### config.mk
export PLATFORM = sky130hd
export DESIGN_NAME = de_decode_queue
export DESIGN_NICKNAME = d
export VERILOG_FILES = /design/src/rtl/de_decode_queue.sv
export SDC_FILE = /design/constraint.sdc
export NUM_CORES = 1
export LEC_CHECK = 0
export BUFFER_PORTS_ARGS = -buffer_cell sky130_fd_sc_hd__clkbuf_2
export CAP_MARGIN = 15
export CELL_PAD_IN_SITES_DETAIL_PLACEMENT = 2
export CELL_PAD_IN_SITES_GLOBAL_PLACEMENT = 2
export CORE_ASPECT_RATIO = 0.9
export CORE_MARGIN = 4
export CORE_UTILIZATION = 40
export DETAILED_ROUTE_END_ITERATION = 10
export GPL_ROUTABILITY_DRIVEN = 0
export PLACE_DENSITY = 0.84
export SLEW_MARGIN = 20
export SYNTH_ARGS = -nofsm -noshare
export SYNTH_HDL_FRONTEND = slang
export SYNTH_SLANG_ARGS = --single-unit
### constraint.sdc
create_clock -name clk -period 7.6 [get_ports clk]
set_input_delay 1.14 -clock clk [delete_from_list [all_inputs] [get_ports clk]]
set_output_delay 1.14 -clock clk [all_outputs]
set_load 0.03 [all_outputs]
### src/rtl/de_decode_queue.sv
// Decode-stage instruction queue: circular FIFO of fetched instructions whose head is
// presented unpacked into MIPS fields with branch/jump classification and delay-slot tracking.

`ifndef B_EQNE
`define B_EQNE 3'd0
`endif
`ifndef B_LTGE
`define B_LTGE 3'd1
`endif
`ifndef B_JUMP
`define B_JUMP 3'd2
`endif
`ifndef B_JREG
`define B_JREG 3'd3
`endif
`ifndef B_INVA
`define B_INVA 3'd4
`endif

module de_decode_queue #(
    parameter int FETCH_WIDTH = 2,
    parameter int DEPTH       = 8
) (
    input  logic                               clk,
    input  logic                               rst,
    input  logic                               flush,
    input  logic                               in_valid,
    output logic                               in_ready,
    input  logic [$clog2(FETCH_WIDTH+1)-1:0]   in_count,
    input  logic [31:0]                        in_pc,
    input  logic [32*FETCH_WIDTH-1:0]          in_instr,
    output logic                               out_valid,
    input  logic                               out_ready,
    output logic [31:0]                        out_pc,
    output logic [31:0]                        out_instr,
    output logic [5:0]                         opcode,
    output logic [4:0]                         rs,
    output logic [4:0]                         rt,
    output logic [4:0]                         rd,
    output logic [4:0]                         shamt,
    output logic [5:0]                         funct,
    output logic [15:0]                        immed,
    output logic [25:0]                        instr_index,
    output logic [2:0]                         branch_type,
    output logic                               is_branch_instr,
    output logic                               is_branch_link,
    output logic                               is_delay_slot,
    output logic [$clog2(DEPTH+1)-1:0]         occupancy
);

    localparam int PW = $clog2(DEPTH);
    localparam int CW = $clog2(DEPTH+1);

    logic [31:0]   mem_instr [DEPTH];
    logic [31:0]   mem_pc    [DEPTH];
    logic [PW-1:0] rd_ptr;
    logic [PW-1:0] wr_ptr;
    logic [CW-1:0] count;
    logic          ds_pending;
    logic          push;
    logic          pop;
    logic [31:0]   head_instr;
    logic [31:0]   head_pc;

    // in_ready looks only at the registered count so a same-cycle pop never frees space early
    assign in_ready  = (DEPTH - int'(count)) >= FETCH_WIDTH;
    assign out_valid = (count != '0);
    assign occupancy = count;
    assign push      = in_valid && in_ready && (in_count != '0) && !flush;
    assign pop       = out_valid && out_ready;

    always_ff @(posedge clk) begin
        if (push) begin
            for (int k = 0; k < FETCH_WIDTH; k++) begin
                if (k < int'(in_count)) begin
                    mem_instr[wr_ptr + PW'(k)] <= in_instr[32*k +: 32];
                    mem_pc[wr_ptr + PW'(k)]    <= in_pc + 32'(4*k);
                end
            end
        end
    end

    // Flush wins over any same-cycle push or pop
    always_ff @(posedge clk or posedge rst) begin
        if (rst) begin
            rd_ptr     <= '0;
            wr_ptr     <= '0;
            count      <= '0;
            ds_pending <= 1'b0;
        end else if (flush) begin
            rd_ptr     <= wr_ptr;
            count      <= '0;
            ds_pending <= 1'b0;
        end else begin
            if (push)
                wr_ptr <= wr_ptr + PW'(in_count);
            if (pop) begin
                rd_ptr     <= rd_ptr + PW'(1);
                ds_pending <= is_branch_instr;
            end
            count <= count + (push ? CW'(in_count) : CW'(0)) - (pop ? CW'(1) : CW'(0));
        end
    end

    // Empty queue decodes as an all-zero instruction at PC 0
    assign head_instr = out_valid ? mem_instr[rd_ptr] : 32'h0;
    assign head_pc    = out_valid ? mem_pc[rd_ptr]    : 32'h0;

    assign out_instr     = head_instr;
    assign out_pc        = head_pc;
    assign opcode        = head_instr[31:26];
    assign rs            = head_instr[25:21];
    assign rt            = head_instr[20:16];
    assign rd            = head_instr[15:11];
    assign shamt         = head_instr[10:6];
    assign funct         = head_instr[5:0];
    assign immed         = head_instr[15:0];
    assign instr_index   = head_instr[25:0];
    assign is_delay_slot = ds_pending && out_valid;

    always_comb begin
        branch_type     = `B_INVA;
        is_branch_instr = 1'b0;
        is_branch_link  = 1'b0;
        if (opcode[5:2] == 4'b0001) begin
            branch_type     = `B_EQNE;
            is_branch_instr = 1'b1;
        end else if (opcode == 6'b000001 && rt[3:1] == 3'b000) begin
            branch_type     = `B_LTGE;
            is_branch_instr = 1'b1;
            is_branch_link  = rt[4];
        end else if (opcode[5:1] == 5'b00001) begin
            branch_type     = `B_JUMP;
            is_branch_instr = 1'b1;
            is_branch_link  = opcode[0];
        end else if (opcode == 6'b000000 && funct[5:1] == 5'b00100) begin
            branch_type     = `B_JREG;
            is_branch_instr = 1'b1;
            is_branch_link  = funct[0];
        end
    end

    a_in_count_legal: assert property (@(posedge clk) disable iff (rst)
        !(in_valid && int'(in_count) > FETCH_WIDTH));
    a_count_bound: assert property (@(posedge clk) disable iff (rst)
        int'(count) <= DEPTH);

endmodule

==> results.md, run 1 <==
- The worst setup path is launched from a flip-flop.
- The cell family contributing the most delay on the critical path is flip-flops.
- The number of nets in the synthesized netlist is 2673.
- Counting flops and latches in the post-synthesis netlist gives 523.
- The total setup violations reported at the end of the flow is 0.
- The clock latency on the worst-skew pair is 0.64 ns.
- The reported max-cap violation count is 0.
- The detailed router finished its first iteration with 2088 violations.
- Tracing the worst setup path back leads to its startpoint at rd_ptr[1].
- The die width is 289 microns.
- Input and output buffers added on the ports amount to 252.
- The biggest area contributor in the post-synthesis netlist is sky130_fd_sc_hd__edfxtp_1.
- At the worst endpoint, the required time is 6.46 ns.
- At the pin with the least slew margin, the transition time is 1.16 ns.
- In the synthesized netlist the async set-or-reset flop fraction comes to 2.10%.
- The vertical extent of the die is 261 microns.
- The share of the clock period used by the worst path after layout is 75.7%.
- The total number of H-tree levels is 2.
- The worst-path cell with the longest stage delay is sky130_fd_sc_hd__dfrtp_4.
- The aggregate global-route resource usage is 28.2%.
- The largest clock skew in the final design is 0.0339 ns.
- The cts-stage hold buffer count is 0.
- The data arrival time of the worst path is 4.62 ns.
- The floorplan has 92 rows.
- The final count of pins violating max slew was 0.
- Using the TritonRoute via totals, the vias-per-cell ratio works out to 5.75.
- Among all flip-flop cells after synthesis, the most frequent one is sky130_fd_sc_hd__edfxtp_1.
- The TritonCTS sink count is 523.
- The number of placed I/O pins is 253.
- The final routed DRC violation total is 0.
- The portion of synthesized cell area occupied by the leading cell type is 54.0%.
- The worst setup path is captured at a primary output.
- The count of final hold-check violations is 0.
- The detailed-routing iteration count for the pre-antenna-repair pass is 5.
- No sink is reached through more buffers than the 3 on the longest clock path.
- The final wirelength is 108000 microns.
- Across the VDD grid, the largest voltage drop is 0.000251 V.
- The final-layout setup total negative slack is 0 ns.
- For this run, the number of Yosys warnings is 0.
- The number of cells upsized or downsized after cts is 0.
- The CTS tree is done.
- Walking the worst path, the cells encountered are buf_4 > mux2i_1 > a22oi_1 > nand3_1 > nand3_2 > o21ai_1 > a311oi_2 > clkbuf_2.
- After synthesis, the most frequently instantiated cells are sky130_fd_sc_hd__nand2_1 (1026), sky130_fd_sc_hd__edfxtp_1 (512), sky130_fd_sc_hd__xnor2_1 (229), sky130_fd_sc_hd__buf_4 (140), sky130_fd_sc_hd__mux4_2 (109).
- The global-route wire length before repair is 156000 microns.
- A synthesized cell averages 11.1 sq um.
- The clock-pin slew reported for the worst setup and hold paths after clock tree synthesis is 0.06 ns.
- The post-DP HPWL is 63200 microns.
- In this run the number of cells on the critical path is 8.
- Synthesis produced a netlist whose cell count is 2555.
- Dividing the detail-routed wire length by the instance count gives 30.1 microns.
- On the worst path, the slowest cell contributes a delay of 1.17 ns.
- The post-synthesis sequential area ratio is 55.0%.
- The worst path needs 5.76 ns of the cycle, external delays included.
- In this run, synthesis inferred 512 flip-flops with an integrated enable.
- Sorting the synthesized cells by area gives the leading types as sky130_fd_sc_hd__edfxtp_1 (54%), sky130_fd_sc_hd__nand2_1 (14%), sky130_fd_sc_hd__mux4_2 (8.6%).
- Dividing total power by cell area gives a power density of 375 nW/um^2.
- The die covers 75500 sq um.
- The worst setup path category is reg2out.
- Summed over all cells, the static leakage comes to 0.0117 uW.
- The filler cell count in the final layout is 7042.
- The final layout net count is 2701.
- The pin count of the biggest net entering global routing is 61.
- Together, buffers and inverters on the worst path number 2.
- The via count of the first global-routing pass came to 23200.
- In this run the worst setup path terminates at is_branch_link.
- After global routing the overflow that remains totals 0.
- Once the floorplan was initialized, standard cells occupied 40.5% of the core.
- In the final layout, the share of cells above drive strength 1 is 19.7%.
- The synthesized netlist occupies a cell area of 28500 sq um.
- The post-CTS setup buffer count is 0.
- The run finished with clean final reports.
- Setup repair after global routing left no endpoint under its margin.
- The routed layout has 20600 vias.
- The number of antenna violations at the first check in global routing is 12.
- The worst register-to-register path ends at mem_pc[5][8].
- The layout-stage area growth over the synthesis result is 9.75%.
- The worst register-to-register path begins at occupancy[0].
- The highest clock frequency the design can meet is 174 MHz.
- Overall power consumption after layout is estimated at 11700 uW.
- The placeable core region is 70300 sq um.
- The worst register-to-register path has a depth of 9.
- The number of nets still failing antenna checks after routing is 0.
- The tightest slew margin relative to the limit is 23.0%.
- The most numerous cell in the Yosys netlist is sky130_fd_sc_hd__nand2_1.
- Of all nets on the critical path, the largest fanout is 60.
- The total CTS buffers is 59.
- The tree is rooted in a sky130_fd_sc_hd__clkbuf_16.
- The register-to-register path setup slack is 3.34 ns.
- The tightest min-delay check is of the in2async type.
- Counting distinct cell types in the post-synthesis netlist gives 52.
[where the power goes]
| group | switching (uW) | internal (uW) | leakage [uW] |
|---|---|---|---|
| clock network | 1230 | 1480 | 0.000864 |
| logic | 3640 | 1590 | 0.00607 |
| registers | 318 | 3470 | 0.00475 |
[per-stage QoR]
stage	area (sq um)	hold slack [ns]	std cells	util (%)	setup slack (ns)
after floorplan	28500	0.571	2555	-	0.251
after global routing	31200	0.609	3576	44.4	1.76
final	31200	0.600	3580	44.4	1.84
after global placement	29400	0.721	3460	41.9	2.68
after detailed placement	29400	0.764	3460	41.9	2.42
after CTS	31200	0.575	3568	44.3	1.89
[registers in the layout, indices dropped and copies added, names as in the netlist]
| register | count |
|---|---|
| wr_ptr | 3 |
| rd_ptr | 3 |
| mem_instr | 256 |
| mem_pc | 256 |
| occupancy | 4 |
| ds_pending | 1 |
[kinds of logic (layout without fill, tap and decap cells)]
| kind of cell | after synthesis | after routing | synth area share (%) |
|---|---|---|---|
| simple gates | 1190 | 1190 | 16.7 |
| fa+ha+maj | 15 | 15 | 0.712 |
| xor+xnor | 232 | 232 | 7.14 |
| mux | 196 | 196 | 12.1 |
| compound gates | 53 | 53 | 1.25 |
| other cells | 0 | 10 | 0 |
| flops | 523 | 523 | 55.0 |
| buf+inv | 346 | 421 | 7.15 |
[area by class of cell]
cell class                 count  area (sq um)  area share, %
multi-input combinational   1686         10900           35.0
antenna                       10          25.0         0.0801
tap                          940          1180           3.76
sequential                   523         15700           50.1
clock inverter                36           178          0.569
timing repair buffer         291          1610           5.15
inverter                      22          82.6          0.264
clock buffer                  72          1570           5.02
[routing by layer]
metal	track usage, %	part of all wire, %	vias up
met4	12.2	3.9	6
met2	49.2	51	968
met3	5.10	7.2	258
met1	34.5	38	10800
met5	0	0.042	-
li1	-	-	8584
[worst min path at each step]
stage                    from        end  cells after the start
floorplan           wr_ptr[1]  rd_ptr[1]                      2
global placement    wr_ptr[0]  rd_ptr[0]                      2
detailed placement  wr_ptr[0]  wr_ptr[0]                      1
CTS                       rst  rd_ptr[0]                      2
global route              rst  rd_ptr[0]                      2
finish                    rst  rd_ptr[0]                      2
[cell usage in the layout, fill, tap and decap left out, drive strengths merged, types with 3 or more instances in the layout]
master,count
and4,3
diode,10
ha,13
buf,39
a22o,3
a22oi,13
dfrtp,11
nand3,17
clkbuf,324
clkinv,35
nor3,8
nand2b,4
mux2i,78
mux4,116
nand2,1026
inv,22
and2,8
nand4,5
and3,27
xor2,3
xnor2,229
nor2b,3
nor2,80
a21o,3
a21oi,6
o21ai,19
edfxtp,512
No activity file was read; power rests on OpenSTA's default activity.
==> run 2: changes to the inputs <==
--- a/config.mk
+++ b/config.mk
@@ -11,10 +11,10 @@
 export CELL_PAD_IN_SITES_GLOBAL_PLACEMENT = 2
 export CORE_ASPECT_RATIO = 0.9
 export CORE_MARGIN = 4
-export CORE_UTILIZATION = 40
+export CORE_UTILIZATION = 36
 export DETAILED_ROUTE_END_ITERATION = 10
 export GPL_ROUTABILITY_DRIVEN = 0
-export PLACE_DENSITY = 0.84
+export PLACE_DENSITY = 0.8
 export SLEW_MARGIN = 20
 export SYNTH_ARGS = -nofsm -noshare
 export SYNTH_HDL_FRONTEND = slang
==> constraint.sdc (replaced) <==
create_clock -name clk -period 4.65 [get_ports clk]
set_input_delay 0.6975 -clock clk [delete_from_list [all_inputs] [get_ports clk]]
set_output_delay 0.6975 -clock clk [all_outputs]
set_load 0.03 [all_outputs]
==> results.md, run 2 (synthesis gave the netlist of run 1 again) <==
- The detailed-routing iteration count for the pre-antenna-repair pass is 5.
- Setup repair after global routing left no endpoint under its margin.
- The worst vdd rail ir drop is 0.000446 V.
- In this run, the clock network consumes 23.5% of the power.
- The critical path launch point type is a flip-flop.
- Measured against its own limit, the worst slew margin works out to 23.7%.
- The final routed DRC violation total is 0.
- For this run, the top clock speed supported by timing is 223 MHz.
- The worst setup path is of the reg2out kind.
- At the placement stage, the worst setup path has a slack of 0.806 ns.
- The count of final hold-check violations is 0.
- The CTS tree is done.
- For this block, the via count after detailed routing is 20400.
- For the pin with the worst max-slew slack, the measured transition is 1.14 ns.
- Cells with a size suffix above 1 make up 20.6% of the layout.
- The post-DP HPWL is 64900 microns.
- The core occupancy in the finished layout is 40.7%.
- The critical path starts at occupancy[0].
- In this run the tool buffered the top-level ports with 252 buffer cells.
- The number of nets still failing antenna checks after routing is 0.
- The share of total power in combinational logic is 45.8%.
- The met2 wirelength from detailed routing is 53600 microns.
- The placeable core region is 78200 sq um.
- The endpoint of the lowest-slack register-to-register path is mem_pc[6][6].
- The vertical extent of the die is 275 microns.
- The starting density of the core is 36.4%.
- Setup violations remaining at the end of the flow were counted as 0.
- The maximum net fanout on the critical path is 11.
- STA puts the critical path data arrival time at 3.78 ns.
- The filler cells instantiated in the layout total 8073.
- The min-delay analysis places its worst path in the category in2async.
- Leaving out fill and tap cells, the most frequent cell in the layout is sky130_fd_sc_hd__nand2_1.
- The layout-stage area growth over the synthesis result is 11.7%.
- The final count of pins violating max slew is 0.
- The detailed-route wire length on metal 1 is 41400 microns.
- The mean number of vias per cell is 5.52.
- Net switching is 43.9% of the power.
- The critical path capture point type is a primary output.
- No sink is reached through more buffers than the 3 on the longest clock path.
- After clock tree synthesis, the clock-pin slew on the worst setup and hold paths is 0.06 ns.
- In this run the top signal layer used is met5.
- The die width is 304 microns.
- The via count of the first global-routing pass is 22900.
- Sequential cells account for 30.7% of the total power.
- The analysis attributes to cell leakage a power of 0.0119 uW.
- Following the worst setup path forward leads to its endpoint at is_branch_link.
- The die covers 83600 sq um.
- The total CTS buffers is 59.
- The flow ran to the end, and the final reports show no timing, DRC or antenna violations.
- The power density normalized to cell area is 614 nW/um^2.
- The tree is rooted in a sky130_fd_sc_hd__clkbuf_16.
- The tree built by TritonCTS fans out to 523 sinks.
- The setup check on the worst reg-to-reg path leaves a slack of 1.20 ns.
- In the final design database the tool counted 2730 nets.
- The internal power contribution is 10900 uW.
- Global routing consumed, over all layers together, 24.6% of the routing resources.
- Summing all flip-flop and latch instances after layout gives 15700 sq um.
- The worst-case setup margin in the final layout is 0.172 ns.
- The smallest clock period supported by the final layout is computed as 4.48 ns.
- At the worst endpoint, the required time is 3.95 ns.
- The number of antenna violations at the first check in global routing is 15.
- The detailed-routed wire length on met3 is 7870 microns.
- The share of the clock period used by the worst path after layout is 96.3%.
- Across the routed clock network, the largest skew measured is 0.0330 ns.
- The routed wirelength normalized by instance count is 28.7 microns.
- In the layout the commonest cells are sky130_fd_sc_hd__nand2_1 (1026), sky130_fd_sc_hd__edfxtp_1 (512), sky130_fd_sc_hd__clkbuf_2 (252).
- The clock latency on the worst-skew pair is 0.67 ns.
- The pin count of the biggest net entering global routing is 53.
- For this block, the routed nets add up to 106000 microns of wire.
- The row count is 97.
- The total global routing overflow is 0.
- The total number of H-tree levels is 2.
- The global-route wire length before repair is 153000 microns.
- Summing all multi-input logic gate instances after layout gives 10900 sq um.
- Summed over all nets, the switching power comes to 8570 uW.
- After the first detailed-routing iteration, the DRC count stood at 1914.
- In this run the count of I/O pins placed on the die edge is 253.
- The reported max-cap violation count is 0.
- Counting cells, the worst reg-to-reg path comes to 6.
- In this run the critical register-to-register path is launched from wr_ptr[1].
run 2: metrics by stage:
stage / hold WS [ns] / setup TNS [ns] / cells / instance area [sq um] / total power (uW)
2_1_floorplan: 0.550 / -311.84 / 2555 / 28500 / 12700
3_3_place_gp: 0.677 / 0 / 3585 / 29900 / 14600
3_5_place_dp: 0.739 / 0 / 3585 / 29900 / 14900
4_1_cts: 0.0735 / 0 / 3694 / 31700 / 19500
5_1_grt: 0.101 / 0 / 3700 / 31800 / 20200
6_report: 0.0971 / 0 / 3703 / 31800 / 19500
run 2: worst min path at each step:
stage / from / to / slack (ns) / cells past startpoint
final: rst / wr_ptr[2] / 0.1 / 2
after global routing: rst / occupancy[0] / 0.10 / 2
after CTS: rst / occupancy[1] / 0.07 / 2
after detailed placement: occupancy[0] / occupancy[0] / 0.74 / 2
after global placement: occupancy[0] / occupancy[0] / 0.68 / 2
after floorplan: rst / ds_pending / 0.55 / 1
run 2: layer usage:
metal,global-route usage [%],up-vias
li1,-,8651
met1,30.1,10700
met2,43.2,791
met3,5.42,223
met4,8.36,16
met5,0,-
run 2: final cells by class:
| type | instances | area share (%) |
|---|---|---|
| multi-input cells | 1686 | 34.4 |
| clock buffers | 75 | 4.90 |
| repair buffers | 320 | 6.12 |
| clock inverters | 34 | 0.909 |
| well taps | 1039 | 4.09 |
| inverters | 22 | 0.272 |
| diodes | 4 | 0.0315 |
| flip-flops and latches | 523 | 49.3 |
run 2: timing repair:
item | 4_1_cts | 5_1_grt
resized for setup | 0 | 1
buffers inserted | 0 | 5
hold buffers | 0 | 0
setup endpoints to repair | 0 | 1
run 2: power groups by stage:
stage	combinational, uW	clock (uW)	sequential [uW]
2_1_floorplan	6770	0	5910
3_3_place_gp	8540	0	6090
3_5_place_dp	8760	0	6140
4_1_cts	8820	4650	6050
5_1_grt	9400	4830	6020
6_report	8930	4580	6000
run 2: worst max-delay path, stage by stage (launching register included):
cell                         delay (ns)
sky130_fd_sc_hd__dfrtp_1           0.43
sky130_fd_sc_hd__inv_1             0.11
sky130_fd_sc_hd__ha_1              0.22
sky130_fd_sc_hd__and2_4            0.30
sky130_fd_sc_hd__clkinvlp_4        0.29
sky130_fd_sc_hd__and2_1            0.29
sky130_fd_sc_hd__a22o_1            0.25
sky130_fd_sc_hd__and4bb_2          0.36
sky130_fd_sc_hd__o21ai_1           0.13
sky130_fd_sc_hd__a311oi_2          0.47
sky130_fd_sc_hd__clkbuf_2          0.29
==> run 3: changes to the inputs <==
--- a/config.mk
+++ b/config.mk
@@ -5,13 +5,13 @@
 export SDC_FILE = /design/constraint.sdc
 export NUM_CORES = 1
 export LEC_CHECK = 0
+export ABC_AREA = 1
 export BUFFER_PORTS_ARGS = -buffer_cell sky130_fd_sc_hd__clkbuf_2
 export CAP_MARGIN = 15
 export CELL_PAD_IN_SITES_DETAIL_PLACEMENT = 2
 export CELL_PAD_IN_SITES_GLOBAL_PLACEMENT = 2
-export CORE_ASPECT_RATIO = 0.9
 export CORE_MARGIN = 4
-export CORE_UTILIZATION = 36
+export CORE_UTILIZATION = 34
 export DETAILED_ROUTE_END_ITERATION = 10
 export GPL_ROUTABILITY_DRIVEN = 0
 export PLACE_DENSITY = 0.8
==> constraint.sdc (replaced) <==
create_clock -name clk -period 3.62 [get_ports clk]
set_input_delay 0.543 -clock clk [delete_from_list [all_inputs] [get_ports clk]]
set_output_delay 0.543 -clock clk [all_outputs]
set_load 0.03 [all_outputs]
==> results.md, run 3 <==
- The flow ran to the end, and the final reports show no timing, DRC or antenna violations.
- The fraction of layout cells with a size suffix above 1 is 17.2%.
- Clock tree synthesis inserted a total of 67 buffers.
- The CTS tree is done.
- The portion of synthesized cell area occupied by the leading cell type is 53.7%.
- Once the floorplan was initialized, standard cells occupied 34.3% of the core.
- The via count of the first global-routing pass is 26200.
- The pin count of the biggest net entering global routing is 97.
- In this run the count of I/O pins placed on the die edge is 253.
- Based on the critical path, the design can be clocked at up to 284 MHz.
- The worst vdd rail ir drop is 0.000477 V.
- Detailed placement finished with a half-perimeter wire length of 65600 microns.
- For the pin with the worst max-slew slack, the measured transition is 0.812 ns.
- The TritonCTS sink count is 523.
- The final count of pins violating max slew was 0.
- The post-synthesis sequential area ratio is 54.6%.
- The H-tree was split into 3 levels.
- Setup violations remaining at the end of the flow were counted as 0.
- Final hold analysis gives a worst-case slack of 0.220 ns.
- The number of different library cells used by synthesis comes to 46.
- The critical path launch point type is a flip-flop.
- The final layout net count is 3323.
- The path class of the lowest-slack min-delay path is in2reg.
- In the final routed layout, each cell accounts on average for 24.9 microns.
- Synthesis inferred 523 register bits.
- By count the netlist is led by sky130_fd_sc_hd__nand2_1 (686), sky130_fd_sc_hd__edfxtp_1 (512), sky130_fd_sc_hd__o21ai_1 (357), sky130_fd_sc_hd__nor2_1 (348), sky130_fd_sc_hd__o21ai_0 (347).
- The number of nets in the synthesized netlist is 3251.
- The largest total area in the synthesized netlist belongs to sky130_fd_sc_hd__edfxtp_1.
- Once layout is done, the placed cells without fillers occupy 32500 sq um.
- The total global routing overflow is 0.
- After layout, the worst path uses 97.4% of the clock period.
- The die is 298 microns wide.
- Setup repair after global routing could not meet its margin everywhere.
- The region available for standard cell placement spans 83600 sq um.
- The final routed DRC violation total is 0.
- The filler cell count in the final layout is 9207.
- The power density normalized to cell area is 834 nW/um^2.
- The largest clock skew in the final design is 0.0338 ns.
- The final critical delay including setup and external delays is 3.53 ns.
- In the layout the commonest cells are sky130_fd_sc_hd__nand2_1 (684), sky130_fd_sc_hd__edfxtp_1 (512), sky130_fd_sc_hd__o21ai_1 (357).
- Global routing used 23.6% of the available tracks.
- The final wirelength is 108000 microns.
- Leaving out fill and tap cells, the most frequent cell in the layout is sky130_fd_sc_hd__nand2_1.
- The leakage component of the power is 0.0131 uW.
- The first global-routing pass estimated 162000 microns of wire.
- The number of buffers inserted by port buffering is 252.
- The maximum net fanout on the critical path is 16.
- Data arrives at the worst endpoint at 2.98 ns.
- By area the synthesized netlist is led by sky130_fd_sc_hd__edfxtp_1 (54%), sky130_fd_sc_hd__nand2_1 (9.0%), sky130_fd_sc_hd__o21ai_1 (6.2%).
- The cell count after synthesis is 3133.
- Compared with the post-synthesis result, the final layout area differs by 13.4%.
- The number of nets still failing antenna checks after routing is 0.
- The clock latency on the worst-skew pair is 0.63 ns.
- Yosys mapped a number of flops with a built-in enable equal to 512.
- The synthesized cell area is 28600 sq um.
- The count of final hold-check violations is 0.
- The clock-pin slew reported for the worst setup and hold paths after clock tree synthesis is 0.06 ns.
- The most numerous cell in the Yosys netlist is sky130_fd_sc_hd__nand2_1.
- The post-synthesis average cell area is 9.14 sq um.
- The count of yosys warnings during synthesis is 0.
- Summing over every cut layer, the via total after detailed routing is 24200.
- The critical path capture point type is a primary output.
- In this run the tightest slew margin relative to its limit is 45.4%.
- The die covers 89000 sq um.
- Dividing the detail-routed via count by the number of cells gives 5.56.
- The cell at the root of the clock tree is sky130_fd_sc_hd__clkbuf_16.
- The number of antenna violations at the first check in global routing is 9.
- The row count is 106.
- The number of buffers on the longest clock path is 3.
- The floorplan step set the die height to 298 microns.
- The share of synthesized flip-flops with an asynchronous set or reset is 2.10%.
- The first detailed-routing pass ran for 5 iterations.
- The post-detailed-placement cell area is 30000 sq um.
- The detailed router's first-iteration violation count is 1525.
- The reported max-cap violation count is 0.
- In the synthesized netlist the dominant register cell turns out to be sky130_fd_sc_hd__edfxtp_1.
- The critical path is of the reg2out type.
- The data required time of the critical path is 3.08 ns.
## run 3: changes by cell type in the layout (fill, tap and decap cells not counted), moves of 23 or more
cell | before | now
sky130_fd_sc_hd__o22ai_1 | 0 | 51
sky130_fd_sc_hd__nand3_1 | 7 | 74
sky130_fd_sc_hd__inv_1 | 21 | 159
sky130_fd_sc_hd__xnor2_1 | 229 | 7
sky130_fd_sc_hd__mux4_2 | 109 | 0
sky130_fd_sc_hd__o21ai_0 | 12 | 347
sky130_fd_sc_hd__o21ai_1 | 1 | 357
sky130_fd_sc_hd__nand2_1 | 1026 | 684
sky130_fd_sc_hd__xor2_1 | 3 | 26
sky130_fd_sc_hd__nor2_1 | 80 | 345
sky130_fd_sc_hd__a31oi_1 | 2 | 44
sky130_fd_sc_hd__o21ai_2 | 0 | 49
sky130_fd_sc_hd__mux2i_1 | 78 | 0
## run 3: what timing repair did
item	4_1_cts	5_1_grt
setup endpoints to repair	53	32
hold buffers	1	0
resized for setup	21	28
gates cloned	2	3
buffers inserted	0	8
pin swaps	0	2
hold endpoints to repair	11	0
## run 3: final timing paths
check | startpoint | endpoint | slack, ns | depth (start not counted)
worst max-delay path | rd_ptr[0] | branch_type[2] | 0.09 | 11
worst min-delay path | flush | occupancy[1] | 0.22 | 2
worst min register to register | ds_pending | ds_pending | 0.54 | 2
worst max register to register | occupancy[1] | mem_instr[5][22] | 0.55 | 11
max in group asynchronous | rst | rd_ptr[1] | 2.66 | 3
min in group asynchronous | rst | rd_ptr[0] | 0.52 | 3
## run 3: cells by family (layout without fill, tap and decap cells)
| group | count (synthesis) | after routing | share of synthesized area [%] |
|---|---|---|---|
| AOI/OAI and AO/OA | 870 | 870 | 16.4 |
| adders and majority gates | 15 | 15 | 0.708 |
| xor gates and xnor gates | 36 | 36 | 1.18 |
| other | 0 | 9 | 0 |
| and+or+nand+nor | 1174 | 1174 | 16.6 |
| DFF | 523 | 523 | 54.6 |
| buffers and inverters | 515 | 637 | 10.5 |
## run 3: area by class of cell
cell class              count  area [sq um]  share of cell area, %
inverters                 172           684                   2.11
multi-input cells        2095         10300                   31.7
flip-flops and latches    523         15700                   48.2
diodes                      9          22.5                 0.0693
clock inverters            34           238                  0.732
repair buffers            344          2380                   7.32
well taps                1080          1350                   4.16
clock buffers              85          1830                   5.63
repair inverters            2          22.5                 0.0693
## run 3: metrics by stage
stage	total power (uW)	utilization (%)	worst slack (ns)	setup TNS (ns)	std cells
6_report	27100	38.9	0.0943	0	4344
3_3_place_gp	19900	35.9	0.468	0	4202
3_5_place_dp	20200	35.9	0.421	0	4202
4_1_cts	27000	38.6	0.00272	0	4324
5_1_grt	28500	38.9	-0.0171	-0.0296	4341
2_1_floorplan	16800	-	-0.381	-163.26	3133
## run 3: worst max-delay path, cell delays in order (launching register included)
cell and delay, ns:
sky130_fd_sc_hd__dfrtp_4 0.60, sky130_fd_sc_hd__buf_4 0.18, sky130_fd_sc_hd__clkbuf_16 0.18, sky130_fd_sc_hd__nand2_1 0.07
sky130_fd_sc_hd__nand3_1 0.10, sky130_fd_sc_hd__nand3_1 0.08, sky130_fd_sc_hd__nand3_1 0.25, sky130_fd_sc_hd__inv_1 0.23
sky130_fd_sc_hd__nand2_1 0.13, sky130_fd_sc_hd__nand2_2 0.10, sky130_fd_sc_hd__nor2_4 0.19, sky130_fd_sc_hd__buf_2 0.24
## run 3: report_power, final
group,internal (uW),switching (uW)
registers,7240,245
logic,3410,9730
clock network,3720,2740
total,14400,12700
## run 3: layer usage
layer  vias to the layer above  GRT usage [%]  share of wire, %
met5                         -              0                 0
met4                         0           8.42               2.9
met3                       159           3.32               4.6
met2                       592           43.3                52
met1                     12600           28.3                41
li1                      10800              -                 -
